### config.mk
export PLATFORM = sky130hd
export DESIGN_NAME = core_inst_gen
export DESIGN_NICKNAME = d
export VERILOG_FILES = /design/src/rtl/core_inst_gen.sv
export SDC_FILE = /design/constraint.sdc
export NUM_CORES = 1
export LEC_CHECK = 0
export BUFFER_PORTS_ARGS = -buffer_cell sky130_fd_sc_hd__buf_2
export CAP_MARGIN = 20
export CORE_ASPECT_RATIO = 0.9
export CORE_MARGIN = 3
export CORE_UTILIZATION = 50
export CTS_BUF_LIST = sky130_fd_sc_hd__clkbuf_16
export CTS_CLUSTER_DIAMETER = 30
export DETAILED_ROUTE_END_ITERATION = 10
export GPL_ROUTABILITY_DRIVEN = 0
export PLACE_DENSITY = 0.74
export SKIP_LAST_GASP = 1
export SLEW_MARGIN = 0
export SYNTH_ARGS = -nofsm -noshare
export SYNTH_HDL_FRONTEND = slang
export SYNTH_SLANG_ARGS = --single-unit
### constraint.sdc
create_clock -name clk -period 9 [get_ports clk]
set_clock_uncertainty 0.05 [all_clocks]
set_input_delay 2.25 -clock clk [delete_from_list [all_inputs] [get_ports clk]]
set_output_delay 2.25 -clock clk [all_outputs]
set_load 0.02 [all_outputs]
### src/rtl/core_inst_gen.sv
// rtl/core_inst_gen.sv - instruction sequencer driving the 48-bit core inst word for one conv layer
//
// Purpose: walks one convolution layer through weight staging, kernel load,
// activation staging, execute, OFIFO drain into psum SRAM and the final
// per-output accumulation, emitting one registered instruction word per cycle.
//
// Ports:
//   clk          clock
//   reset        synchronous, active-high
//   start        begin a layer (sampled in IDLE only)
//   ofifo_valid  OFIFO has data, from core
//   inst[47:0]   instruction word to core (registered)
//   busy         high from the cycle after start until done
//   done         one-cycle completion pulse
//
// Optional feature: define CORE_INST_GEN_DBI_EN to drive inst[47] high on
// every xmem read cycle; otherwise inst[47] is tied low.
module core_inst_gen #(
  parameter int unsigned row     = 8,
  parameter int unsigned col     = 8,
  parameter int unsigned len_kij = 9,
  parameter int unsigned k_w     = 3,
  parameter int unsigned in_w    = 6,
  parameter int unsigned out_w   = 4,
  parameter logic [10:0] w_base  = 11'd0,
  parameter logic [10:0] a_base  = 11'd1024,
  parameter logic [10:0] p_base  = 11'd0,
  parameter logic [10:0] f_base  = 11'd0
) (
  input  logic        clk,
  input  logic        reset,
  input  logic        start,
  input  logic        ofifo_valid,
  output logic [47:0] inst,
  output logic        busy,
  output logic        done
);

  localparam logic [47:0] IDLE_WORD = 48'h6001_800C_0000;
  localparam int unsigned NLEN = in_w * in_w;

  // Phase-length limits for the 16-bit step counter.
  localparam logic [15:0] C_COL      = 16'(col);
  localparam logic [15:0] C_COL_M1   = 16'(col - 1);
  localparam logic [15:0] C_FLUSH_M1 = 16'(row + col - 1);
  localparam logic [15:0] C_NLEN     = 16'(NLEN);
  localparam logic [15:0] C_NLEN_M1  = 16'(NLEN - 1);

  // Address-path constants; all address math is 11-bit and wraps.
  localparam logic [10:0] M_COL      = 11'(col);
  localparam logic [10:0] M_NLEN     = 11'(NLEN);
  localparam logic [10:0] M_INW      = 11'(in_w);
  localparam logic [10:0] M_KIJ_LAST = 11'(len_kij - 1);
  localparam logic [10:0] M_T_RD     = 11'(len_kij);
  localparam logic [10:0] M_T_LAST   = 11'(len_kij + 1);
  localparam logic [10:0] M_O_LAST   = 11'(out_w * out_w - 1);
  localparam logic [10:0] M_OC_LAST  = 11'(out_w - 1);
  localparam logic [10:0] M_KC_LAST  = 11'(k_w - 1);

  typedef enum logic [3:0] {
    IDLE, W_L0, W_LOAD, W_FLUSH, A_L0, EXEC, DRAIN, OF_RD, ACC
  } state_t;

  state_t      state, state_next;
  logic [15:0] cnt;                 // step within the current phase
  logic [10:0] kij;                 // kernel position being processed
  logic [10:0] o;                   // output index during ACC
  logic [10:0] t;                   // step within one output during ACC
  logic [10:0] o_r, o_c;            // o / out_w, o % out_w
  logic [10:0] k_r, k_c;            // t / k_w, t % k_w (valid for reads)
  logic        fin_last;            // final write of the layer is on inst
  logic [47:0] inst_next;

  // Instruction fields, assembled into inst_next.
  logic [1:0]  op;
  logic        l0_wr, l0_rd, ofifo_rd, acc, dbi;
  logic [10:0] xa, pa, fa;
  logic        xwen, xcen, pwen, pcen, fwen, fcen;

  always_ff @(posedge clk) begin
    if (reset) begin
      state <= IDLE;
    end else begin
      state <= state_next;
    end
  end

  always_comb begin
    state_next = state;
    case (state)
      IDLE:    if (start) state_next = W_L0;
      W_L0:    if (cnt == C_COL) state_next = W_LOAD;
      W_LOAD:  if (cnt == C_COL_M1) state_next = W_FLUSH;
      W_FLUSH: if (cnt == C_FLUSH_M1) state_next = A_L0;
      A_L0:    if (cnt == C_NLEN) state_next = EXEC;
      EXEC:    if (cnt == C_NLEN_M1) state_next = DRAIN;
      DRAIN:   if (ofifo_valid) state_next = OF_RD;
      OF_RD:   if (cnt == C_NLEN) state_next = (kij == M_KIJ_LAST) ? ACC : W_L0;
      ACC:     if (t == M_T_LAST && o == M_O_LAST) state_next = IDLE;
      default: state_next = IDLE;
    endcase
  end

  // Phase counters. cnt restarts on every phase change; the ACC counters
  // are held at zero outside ACC so every entry starts at o=0, t=0.
  always_ff @(posedge clk) begin
    if (reset) begin
      cnt <= '0;
      kij <= '0;
      o   <= '0;
      t   <= '0;
      o_r <= '0;
      o_c <= '0;
      k_r <= '0;
      k_c <= '0;
    end else begin
      if (state_next != state || state == IDLE || state == DRAIN) begin
        cnt <= '0;
      end else begin
        cnt <= cnt + 16'd1;
      end

      if (state == IDLE) begin
        kij <= '0;
      end else if (state == OF_RD && state_next == W_L0) begin
        kij <= kij + 11'd1;
      end

      if (state != ACC) begin
        o   <= '0;
        t   <= '0;
        o_r <= '0;
        o_c <= '0;
        k_r <= '0;
        k_c <= '0;
      end else if (t == M_T_LAST) begin
        t   <= '0;
        k_r <= '0;
        k_c <= '0;
        o   <= o + 11'd1;
        if (o_c == M_OC_LAST) begin
          o_c <= '0;
          o_r <= o_r + 11'd1;
        end else begin
          o_c <= o_c + 11'd1;
        end
      end else begin
        t <= t + 11'd1;
        if (k_c == M_KC_LAST) begin
          k_c <= '0;
          k_r <= k_r + 11'd1;
        end else begin
          k_c <= k_c + 11'd1;
        end
      end
    end
  end

  always_comb begin
    op       = 2'b00;
    l0_wr    = 1'b0;
    l0_rd    = 1'b0;
    ofifo_rd = 1'b0;
    acc      = 1'b0;
    xa       = '0;
    xwen     = 1'b1;
    xcen     = 1'b1;
    pa       = '0;
    pwen     = 1'b1;
    pcen     = 1'b1;
    fa       = '0;
    fwen     = 1'b1;
    fcen     = 1'b1;
    case (state)
      W_L0: begin
        // Read word i at step i; L0 captures it one step later.
        if (cnt < C_COL) begin
          xcen = 1'b0;
          xa   = w_base + kij * M_COL + cnt[10:0];
        end
        l0_wr = (cnt != 16'd0);
      end
      W_LOAD: begin
        l0_rd = 1'b1;
        op    = 2'b01;
      end
      A_L0: begin
        if (cnt < C_NLEN) begin
          xcen = 1'b0;
          xa   = a_base + cnt[10:0];
        end
        l0_wr = (cnt != 16'd0);
      end
      EXEC: begin
        l0_rd = 1'b1;
        op    = 2'b10;
      end
      OF_RD: begin
        // The psum write trails the OFIFO read by one step.
        ofifo_rd = (cnt < C_NLEN);
        if (cnt != 16'd0) begin
          pcen = 1'b0;
          pwen = 1'b0;
          pa   = p_base + kij * M_NLEN + cnt[10:0] - 11'd1;
        end
      end
      ACC: begin
        // Gather the len_kij partial sums that contribute to output o,
        // accumulate each one a step after its read, then store.
        if (t < M_T_RD) begin
          pcen = 1'b0;
          pa   = p_base + t * M_NLEN + (o_r + k_r) * M_INW + o_c + k_c;
        end
        acc = (t != 11'd0) && (t <= M_T_RD);
        if (t == M_T_LAST) begin
          fcen = 1'b0;
          fwen = 1'b0;
          fa   = f_base + o;
        end
      end
      default: begin
      end
    endcase
`ifdef CORE_INST_GEN_DBI_EN
    dbi = ~xcen;
`else
    dbi = 1'b0;
`endif
    inst_next = {dbi, fcen, fwen, fa, acc, pcen, pwen, pa, xcen, xwen, xa,
                 ofifo_rd, 2'b00, l0_rd, l0_wr, op};
  end

  // inst/busy follow the FSM by one cycle; done trails the final write.
  always_ff @(posedge clk) begin
    if (reset) begin
      inst     <= IDLE_WORD;
      busy     <= 1'b0;
      done     <= 1'b0;
      fin_last <= 1'b0;
    end else begin
      inst     <= inst_next;
      busy     <= (state != IDLE);
      fin_last <= (state == ACC) && (t == M_T_LAST) && (o == M_O_LAST);
      done     <= fin_last;
    end
  end

endmodule
======== Word level (Yosys, flattened, before mapping) ========
Index checks and enable logic that the tools add are counted.
word-level totals
  bits in registers ....................... 147
  input port bits ......................... 4
cells by class
  add/sub/neg operators ................... 16
  multiply operators ...................... 3
  magnitude comparators ................... 4
  eq/ne operators ......................... 21
  multiplexer cells ....................... 28
  bitwise operators ....................... 4
  reduce and logical (&&, ||, !) cells .... 23
operators by type and width
  cell                                                             count
  adder 11 x 1 -> 11 bit, second input constant                    7
  adder 11 bit                                                     6
  2-to-1 mux 11 bit                                                5
  case mux 11 bit (2 select lines)                                 2
  2-to-1 mux 4 bit                                                 10
  case mux 4 bit (9 select lines)                                  1
  == test 11 x 4 -> 1 bit, second input constant                   3
  == test 16 x 4 -> 1 bit, second input constant                   2
  == test 16 x 6 -> 1 bit, second input constant                   2
  == test 11 x 2 -> 1 bit, second input constant                   2
  multiplier 11 x 4 -> 9 bit, second input constant                2
  adder 16 x 1 -> 16 bit, second input constant                    1
  == test 16 x 3 -> 1 bit, second input constant                   1
  == test 4 x 3 -> 1 bit, second input constant                    4
  < comparator 16 x 4 -> 1 bit, second input constant              1
  < comparator 16 x 6 -> 1 bit, second input constant              1
  nonzero test 16 bit                                              1
  OR reduction 2 bit                                               8
  adder 11 bit, first input constant                               1
  less-or-equal comparator 11 x 4 -> 1 bit, second input constant  1
  < comparator 11 x 4 -> 1 bit, second input constant              1
  multiplier 11 x 2 -> 10 bit, second input constant               1
  nonzero test 11 bit                                              1
  subtractor 11 x 1 -> 11 bit, second input constant               1
  16 further kinds                                                 34

======== Logic depth before layout (Yosys ltp) ========
Gate-level depths: netlist of the first run.
  depth in word-level cells ............... 8
  gate-level depth with buffers ........... 23
  gate-level depth less buffers ........... 23

======== Least setup slack after synthesis of the first run ========
OpenSTA, ideal clock, no wires.
  kind .................................... register -> register
  start point ............................. register o_r[0]
  end point ............................... register inst[30]
  data arrival time ....................... 4.708 ns
  required time ........................... 8.824 ns
  path slack .............................. 4.116 ns
  stages on the path, launching flop included .. 23
  period minus slack after synthesis ...... 4.884 ns
  cell sequence ........................... dfxtp_1 > ha_1 > fa_1 > a21o_1 > a21oi_1 > xnor2_1 > ha_1 > inv_1 > o21ai_0 > o21ai_0 > mux2i_1 > a221o_1 > a21oi_1 > xor2_1 > fa_1 > xnor2_1 > xnor2_1 > xnor2_1 > xnor3_1 > xnor2_1 > xnor3_1 > xnor2_1 > o22ai_1
between the ends
  word-level cells in the longest chain between the ends .. 7
RTL lines
  item                              RTL line  text
  from (decl)                       69        logic [10:0] o_r, o_c;
  from (signal assigned)            143       o_r <= o_r + 11'd1;
  adder 11 bit                      212       pa = p_base + t * M_NLEN + (o_r + k_r) * M_INW + o_c + k_c;
  multiplier 11 x 2 -> 10 bit       212
  adder 11 bit (3 in series)        212
  2-to-1 mux 11 bit                 210       if (t < M_T_RD) begin
  case mux 11 bit (2 select lines)  174       case (state)
  to (signal assigned)              241       inst <= inst_next;
  to (decl)                         34        output logic [47:0] inst,
No other way between the ends.
A chain may end at the register's enable or synchronous reset.

======== Final worst setup path of the first run ========
Ends and elaborated chain as after synthesis.

==> results.json, run 1 <==
{
  "status": "complete, no violations",
  "met3_usage_pct": 4.76,
  "synthTopCellsByCount": "141 x dfxtp_1, 113 x nor2_1, 96 x inv_1, 82 x ha_1, 61 x xnor2_1",
  "hold_path_end": "done",
  "crit_path_start_kind": "register",
  "cts_sinks": 141,
  "tightestPinTransition_ns": 0.870,
  "setup_viol": 0,
  "gr-usage-met2_pct": 33.2,
  "cts-root-buf": "clkbuf_16",
  "h-tree-depth": 4,
  "final_cells": 1235,
  "combPwrFrac_pct": 1.7,
  "placed_cells": 1203,
  "synth_area_leaders": "dfxtp_1 33%, ha_1 12%, xnor2_1 6.3%, fa_1 5.6%, xor2_1 5.6%",
  "grt_max_degree": 28,
  "grt.total_usage_pct": 20.7,
  "p_switching_mw": 0.329,
  "antenna_found_initial": 0,
  "die-area_um2": 18600,
  "wl_um": 18700,
  "postCtsSetupBuffers": 0,
  "cp-end-kind": "register",
  "io_buffer_count": 49,
  "antenna_left": 0,
  "period_needed_ns": 5.33,
  "holdWs_ns": 0.414,
  "powerDensity_nw_per_um2": 145,
  "ctsLongestPathBuffers": 2,
  "cts.repair.resized": 0,
  "busiest_layer": "met2",
  "wl_per_cell_um": 15.1,
  "use_met1_pct": 28.5,
  "die_h_um": 130,
  "yosys_most_used_dff": "dfxtp_1",
  "drt_iter0_markers": 357,
  "ys_ff_latch": 141,
  "netlist.area_leader.share_pct": 33.1,
  "place_ws_ns": 3.71,
  "min_from": "fin_last",
  "post_drt_via_cell_ratio": 5.45,
  "ir_drop_uv": 133,
  "worstSetupPathType": "reg2reg",
  "route.detailed.drc": 0,
  "critPathMaxFanout": 5,
  "cts_tree": "yes",
  "final-max-slew-violation-count": 0,
  "holdPathStages": 1,
  "via_count": 6730,
  "p_clk_share_pct": 52.9,
  "initial_core_util_pct": 51.9,
  "hold_class": "reg2reg",
  "syn_avg_cell_area_um2": 8.79,
  "drive_gt1_share_pct": 10.0,
  "fp-row-count": 44,
  "hpwlAfterDp_um": 14000,
  "die_x_um": 144,
  "synth_edf_count": 0,
  "overflow": 0,
  "syn_inst": 969,
  "synth_top_area_cell": "dfxtp_1",
  "fmax_ghz": 0.188,
  "fin_ws_ns": 3.67,
  "ff2ff_setup_slack_ns": 3.67,
  "seq_power_share_pct": 45.4,
  "ioPinCount": 54,
  "synth_cell_types": 66,
  "area_growth_pct": 12.0,
  "ff2ff_path_depth": 22,
  "clock_latency_ns": 0.42,
  "core_area_um2": 16400,
  "p_total_mw": 1.38,
  "worstPathArrival_ns": 5.57,
  "r2r-start": "o_r[0]",
  "finish.utilization_pct": 58.1,
  "place_area_um2": 8940,
  "diodes": 0,
  "drtPass1Iterations": 5,
  "layout.nets": 1125,
  "cts_inserted_buffers": 17,
  "syn_area_um2": 8520,
  "clkTransAtPathRegs_ns": 0.07,
  "swShare_pct": 23.8,
  "yosysMostFrequentCell": "dfxtp_1",
  "design_area_um2": 9540,
  "cts_hold_buf": 0,
  "slew_headroom_pct": 40.5,
  "crit_required_ns": 9.24,
  "async_reset_ff_share_pct": 0,
  "rsz0062_at_grt": "no",
  "hold_viol_final": 0,
  "synth-warning-count": 0,
  "setup_tns_ns": 0,
  "grt_pass1_wl_um": 30900,
  "r2r_end": "inst[30]",
  "yosysSeqAreaShare_pct": 33.1,
  "p_leak_nw": 4.13,
  "fin_crit_sh_pct": 59.2,
  "grt_pass1_vias": 6280,
  "maxCapViolations": 0,
  "p_int_mw": 1.05
}
-- power by group through the flow --
stage / clock network [mW] / logic (mW) / registers, mW
2_1_floorplan: 0 / 0.0197 / 0.641
3_5_place_dp: 0 / 0.0237 / 0.641
6_report: 0.730 / 0.0242 / 0.627
3_3_place_gp: 0 / 0.0237 / 0.641
4_1_cts: 0.738 / 0.0240 / 0.627
5_1_grt: 0.766 / 0.0266 / 0.627
-- kinds of logic (layout without fill, tap and decap cells) --
logic type      after synthesis  after routing  synth area share, %
fa+ha+maj                   106            106                 17.7
compound gates              142            142                 10.6
mux                           5              5                0.587
simple gates                331            331                 19.7
flops                       141            141                 33.1
buf+inv                     125            182                 5.83
other cells                   2              4               0.0882
xor+xnor                    117            117                 12.4
-- routing by layer --
metal  vias to the layer above  routed length, um  share of wire, %
li1                       3374                  -                 -
met1                      3146               8830                47
met2                       190               8530                46
met3                        20               1080               5.8
met4                         0                265               1.4
met5                         -                  0                 0
-- critical path, cell delays in order, from the launching register on --
cell and delay [ns]:
dfxtp_1 0.36, ha_1 0.26, fa_1 0.41, a21o_1 0.19, a21oi_1 0.27, xnor2_1 0.28, ha_1 0.35, inv_1 0.06
o21ai_0 0.16, o21ai_0 0.12, mux2i_1 0.09, a221o_1 0.34, a21oi_1 0.19, xor2_1 0.10, fa_1 0.38, xnor2_1 0.18
xnor2_1 0.16, xnor2_1 0.14, xnor3_1 0.41, xnor2_1 0.18, xnor3_1 0.25, xnor2_1 0.16, o22ai_1 0.09
-- cell type report --
cell class	instances	area, um^2
fillers	1428	6870
multi-input cells	705	5220
flip-flops and latches	141	2820
clock buffers	17	425
inverters	97	364
repair buffers	53	275
well taps	207	259
clock inverters	15	178
-- worst max-delay path by stage --
stage,startpoint,end,slack [ns],cells past startpoint
global placement,o_r[0],inst[30],3.91,22
finish,o_r[0],inst[30],3.67,22
detailed placement,o_r[0],inst[30],3.71,22
CTS,o_r[0],inst[30],3.65,22
global route,o_r[0],inst[30],3.27,22
floorplan,o_r[0],inst[30],4.12,22
-- registers in the layout, indices dropped and copies added, names as in the netlist --
| signal | flops |
|---|---|
| t | 11 |
| cnt | 16 |
| fin_last | 1 |
| o_r | 10 |
| k_r | 10 |
| state | 4 |
| kij | 11 |
| done | 1 |
| busy | 1 |
| inst | 43 |
| o | 11 |
| o_c | 11 |
| k_c | 11 |
-- cell usage in the layout, fill, tap and decap left out, types with 24 or more instances in the layout --
master	synthesis	routed
nand2_1	57	57
ha_1	82	82
o21ai_0	31	31
dfxtp_1	141	141
xor2_1	54	54
buf_2	1	49
inv_1	96	96
nand3_1	28	28
fa_1	24	24
xnor2_1	61	61
a21oi_1	42	42
nor2_1	113	113
(Power assumes the default switching activity.)
==> run 2: changes to the inputs <==
PLACE_DENSITY = 0.76   (was 0.74)
clock period = 4.79 ns   (was 9 ns; I/O delays follow)
==> run 2 against run 1 <==
Hold slack got worse by 0.028 ns. Register-to-register slack worse by 3.6 ns. Via count is 3.0% higher. Global-route usage up 0.68 points. Die area unchanged. Sequential cell count did not move. Non-clock buffer count rose by 22. Count of clock-buffer cells in the layout unchanged. Clock power grew 84%.
==> results.json, run 2 (synthesized netlist as in run 1, its figures left out) <==
{
  "status": "complete, no violations",
  "fin_crit_sh_pct": 99.0,
  "die-area_um2": 18600,
  "fill_cells": 1366,
  "clock_latency_ns": 0.42,
  "area_growth_pct": 16.0,
  "final_cell_mix": "137 x dfxtp_1, 112 x nor2_1, 97 x inv_1",
  "design_area_um2": 9880,
  "powerDensity_nw_per_um2": 260,
  "antenna_left": 0,
  "drt_iter0_markers": 498,
  "setup_viol": 0,
  "hpwlAfterDp_um": 14200,
  "tightestPinTransition_ns": 0.717,
  "grt_pass1_vias": 6575,
  "hold_class": "reg2reg",
  "period_needed_ns": 4.74,
  "core_area_um2": 16400,
  "final-max-slew-violation-count": 0,
  "top_regs": "inst x43, cnt x16",
  "wl_um": 19700,
  "io_buffer_count": 49,
  "p_leak_nw": 4.30,
  "maxCapViolations": 0,
  "critPathMaxFanout": 5,
  "overflow": 0,
  "cts_inserted_buffers": 17,
  "hold_viol_final": 0,
  "die_h_um": 130,
  "setup_tns_ns": 0,
  "crit_path_start_kind": "register",
  "h-tree-depth": 4,
  "grt_pass1_wl_um": 31900,
  "cts_sinks": 141,
  "multi_input_area_um2": 5390,
  "ff_latch_area_um2": 2830,
  "worstSetupPathType": "reg2reg",
  "crit_required_ns": 5.02,
  "placed_cells": 1219,
  "grt_max_degree": 23,
  "route.detailed.drc": 0,
  "drtPass1Iterations": 5,
  "ctsLongestPathBuffers": 2,
  "via_count": 6929,
  "layout_commonest_cell": "dfxtp_1",
  "slew_headroom_pct": 51.8,
  "antenna_found_initial": 0,
  "cp-end-kind": "register",
  "cts_tree": "yes",
  "largest_register_ffs": 43,
  "ioPinCount": 54,
  "die_x_um": 144,
  "wl_per_cell_um": 15.6,
  "cts_hold_buf": 0,
  "clkTransAtPathRegs_ns": 0.06,
  "drive_gt1_share_pct": 14.8,
  "place_area_um2": 9070,
  "worstPathArrival_ns": 4.98,
  "layout.nets": 1147,
  "fp-row-count": 44,
  "fmax_ghz": 0.211,
  "regMostFlops": "inst",
  "cts-root-buf": "clkbuf_16",
  "holdWs_ns": 0.386,
  "grt.total_usage_pct": 21.4,
  "post_drt_via_cell_ratio": 5.51,
  "ir_drop_uv": 230,
  "diodes": 0,
  "initial_core_util_pct": 51.9,
  "final_cells": 1257
}
[run 2: final timing paths]
| kind | endpoint | startpoint | slack (ns) | cells past startpoint |
|---|---|---|---|---|
| worst min register to register | done | fin_last | 0.39 | 1 |
| worst max register to register | inst[30] | k_r[0] | 0.05 | 19 |
| worst max-delay path | inst[30] | k_r[0] | 0.05 | 19 |
| worst min-delay path | done | fin_last | 0.39 | 1 |
[run 2: metal layers]
metal  part of all wire [%]  track usage, %  vias up
li1                       -               -     3417
met4                    1.6            6.70        0
met3                    6.2            5.53       30
met2                     47            34.2      206
met5                      0               0        -
met1                     46            28.6     3276
[run 2: worst max-delay path, stage by stage, from the launching register on]
cell and delay (ns):
dfxtp_2 0.34, ha_4 0.16, fa_2 0.38, a21o_1 0.21
a211o_1 0.33, a21oi_1 0.23, xnor2_2 0.17, ha_1 0.37
nand2_1 0.09, o221ai_2 0.24, xor2_1 0.24, fa_1 0.49
ha_4 0.30, nor3_1 0.05, nor2_2 0.14, o41ai_4 0.11
xnor2_2 0.19, xnor3_1 0.26, xnor2_1 0.16, o22ai_1 0.09
[run 2: area by class of cell]
class | instances | share of cell area, %
clock buffers | 17 | 4.30
clock inverters | 15 | 1.73
inverters | 97 | 3.68
multi-input cells | 705 | 54.5
flip-flops and latches | 141 | 28.6
well taps | 207 | 2.62
repair buffers | 75 | 4.49
[run 2: through the flow]
step	total power, mW	worst slack (ns)	util, %
after floorplan	1.24	0.0136	-
after global placement	1.25	-0.0146	55.3
after detailed placement	1.25	-0.200	55.3
after CTS	2.59	0.0133	59.1
after global routing	2.64	-0.0656	60.3
final	2.57	0.0462	60.3
[run 2: where the power goes]
part	switching [mW]	total (mW)	internal, mW
Combinational	0.0288	0.0454	0.0166
Sequential	0.00436	1.18	1.17
Clock	0.525	1.34	0.819
Total	0.558	2.57	2.01
[run 2: repair_timing]
item / in CTS / in global routing
pin swaps: 9 / 21
buffers inserted: 1 / 5
gates resized for setup: 6 / 36
endpoints found under the setup margin: 1 / 1
==> run 3: changes to the inputs <==
PLACE_DENSITY = 0.74   (was 0.76)
clock period = 5.1 ns   (was 4.79 ns; I/O delays follow)
==> run 3 against run 2 <==
Sequential cell count stayed put. Total power shrank 9.7%. Via count fell by 2.1%. Cell area decreased by 2.7%. Die area is the same. Core utilization shrank 1.7 points. First-iteration DRC count is 13% lower.
==> results.json, run 3 (synthesized netlist as in run 1, its figures left out) <==
{
  "core_area_um2": 16400,
  "setup_viol": 0,
  "p_leak_nw": 4.17,
  "maxCapViolations": 0,
  "path_cells": "ha_1 > fa_2 > ha_1 > inv_1 > fa_1 > nor2b_1 > o21ai_0 > a311oi_1 > a31oi_1 > o221ai_2 > xor2_1 > fa_1 > ha_1 > o41ai_4 > xnor2_2 > xnor3_1 > xnor2_1 > o22ai_1",
  "powerDensity_nw_per_um2": 241,
  "fin_crit_sh_pct": 96.3,
  "status": "complete, no violations",
  "period_needed_ns": 4.91,
  "cts_tree": "yes",
  "initial_core_util_pct": 51.9,
  "crit_path_start_kind": "register",
  "worstSetupPathType": "reg2reg",
  "post_drt_via_cell_ratio": 5.48,
  "p_clk_share_pct": 50.4,
  "drive_gt1_share_pct": 11.6,
  "clock_latency_ns": 0.43,
  "holdWs_ns": 0.385,
  "p_switching_mw": 0.530,
  "via_count": 6781,
  "grt_pass1_vias": 6385,
  "drt_iter0_markers": 432,
  "antenna_found_initial": 0,
  "fp-row-count": 44,
  "largest_register_ffs": 43,
  "worstPathArrival_ns": 5.16,
  "grt_max_degree": 23,
  "tightestPinTransition_ns": 0.860,
  "cts-root-buf": "clkbuf_16",
  "cts_sinks": 141,
  "path_buf_inv": 1,
  "seq_power_share_pct": 47.8,
  "clkTransAtPathRegs_ns": 0.06,
  "layout_commonest_cell": "dfxtp_1",
  "antenna_left": 0,
  "setup_tns_ns": 0,
  "combPwrFrac_pct": 1.8,
  "ctsLongestPathBuffers": 2,
  "fill_cells": 1402,
  "die_h_um": 130,
  "cts_hold_buf": 0,
  "io_buffer_count": 49,
  "cp-end-kind": "register",
  "slowest_stage": "fa_2",
  "diodes": 0,
  "grt_pass1_wl_um": 31000,
  "swShare_pct": 22.9,
  "crit_required_ns": 5.35,
  "area_growth_pct": 12.8,
  "ir_drop_uv": 236,
  "fin_ws_ns": 0.190,
  "final_cell_mix": "139 x dfxtp_1, 112 x nor2_1, 99 x inv_1",
  "regMostFlops": "inst",
  "crit_start": "o_r[0]",
  "hold_class": "reg2reg",
  "route.detailed.drc": 0,
  "cts_inserted_buffers": 17,
  "wl_per_cell_um": 15.2,
  "r2r-start": "o_r[0]",
  "final-max-slew-violation-count": 0,
  "crit_top_cell": "ha_1",
  "slew_headroom_pct": 41.2,
  "layout.nets": 1128,
  "grt.total_usage_pct": 20.8,
  "die_x_um": 144,
  "h-tree-depth": 4,
  "place_ws_ns": -0.0520,
  "overflow": 0,
  "placed_cells": 1206,
  "wl_um": 18900,
  "hpwlAfterDp_um": 14000,
  "final_cells": 1238,
  "cp_top_family": "adder cells",
  "drtPass1Iterations": 5,
  "p_int_mw": 1.79,
  "min_from": "fin_last",
  "fmax_ghz": 0.204,
  "die-area_um2": 18600,
  "top_regs": "inst x43, cnt x16",
  "ioPinCount": 54,
  "slowest_delay_ns": 0.57,
  "critPathMaxFanout": 3,
  "hold_viol_final": 0
}
-- run 3: cell types whose count changed in the layout (fill, tap and decap cells not counted), moves of 2 or more --
cell | previous run | this run
a21oi_2 | 4 | 2
bufinv_16 | 3 | 1
inv_1 | 97 | 99
fa_1 | 21 | 23
fa_2 | 3 | 1
o21ai_0 | 26 | 30
clkinvlp_4 | 0 | 4
ha_4 | 4 | 1
ha_1 | 77 | 80
buf_4 | 25 | 7
dfxtp_1 | 137 | 139
o21ai_2 | 2 | 0
-- run 3: stage by stage --
step	power (mW)	utilization [%]	area [um^2]
after floorplan	1.17	-	8530
after global placement	1.17	54.6	8960
after detailed placement	1.17	54.6	8960
after CTS	2.33	58.0	9520
after global routing	2.38	58.6	9610
final	2.32	58.6	9610
-- run 3: final timing paths --
| check | to | slack, ns | cells past startpoint |
|---|---|---|---|
| hold / removal | done | 0.39 | 1 |
| setup reg to reg | inst[30] | 0.19 | 18 |
| setup / recovery | inst[30] | 0.19 | 18 |
| hold reg to reg | done | 0.39 | 1 |
-- run 3: area by class of cell --
class                           instances  area, um^2  area share (%)
Multi-Input combinational cell        705        5310            55.3
Sequential cell                       141        2830            29.4
Clock buffer                           17         425            4.43
Inverter                               97         364            3.79
Timing Repair Buffer                   56         298            3.10
Tap cell                              207         259            2.69
Clock inverter                         15         128            1.33
-- run 3: routing by layer --
metal	up-vias	global-route usage (%)	part of all wire [%]
met5	-	0	0
li1	3384	-	-
met2	200	32.2	44
met1	3168	29.7	49
met4	0	5.59	1.6
met3	29	4.36	5.8
-- run 3: power by group through the flow --
stage / clock network [mW] / logic, mW / registers [mW]
6_report: 1.17 / 0.0421 / 1.11
5_1_grt: 1.23 / 0.0463 / 1.11
4_1_cts: 1.18 / 0.0420 / 1.11
3_5_place_dp: 0 / 0.0414 / 1.13
3_3_place_gp: 0 / 0.0417 / 1.13
2_1_floorplan: 0 / 0.0347 / 1.13
-- run 3: what timing repair did --
item,4_1_cts,5_1_grt
buffers inserted,0,0
resized for setup,2,17
pin swaps,0,5
endpoints found under the setup margin,1,1
-- run 3: worst reg2reg max path: cells and delay by family, from the launching register on --
kind	cells	cell delay, ns
fa+ha+maj	6	2.12
buf+inv	1	0.05
flops	1	0.31
simple gates	1	0.15
compound gates	6	1.30
xor+xnor	4	0.80
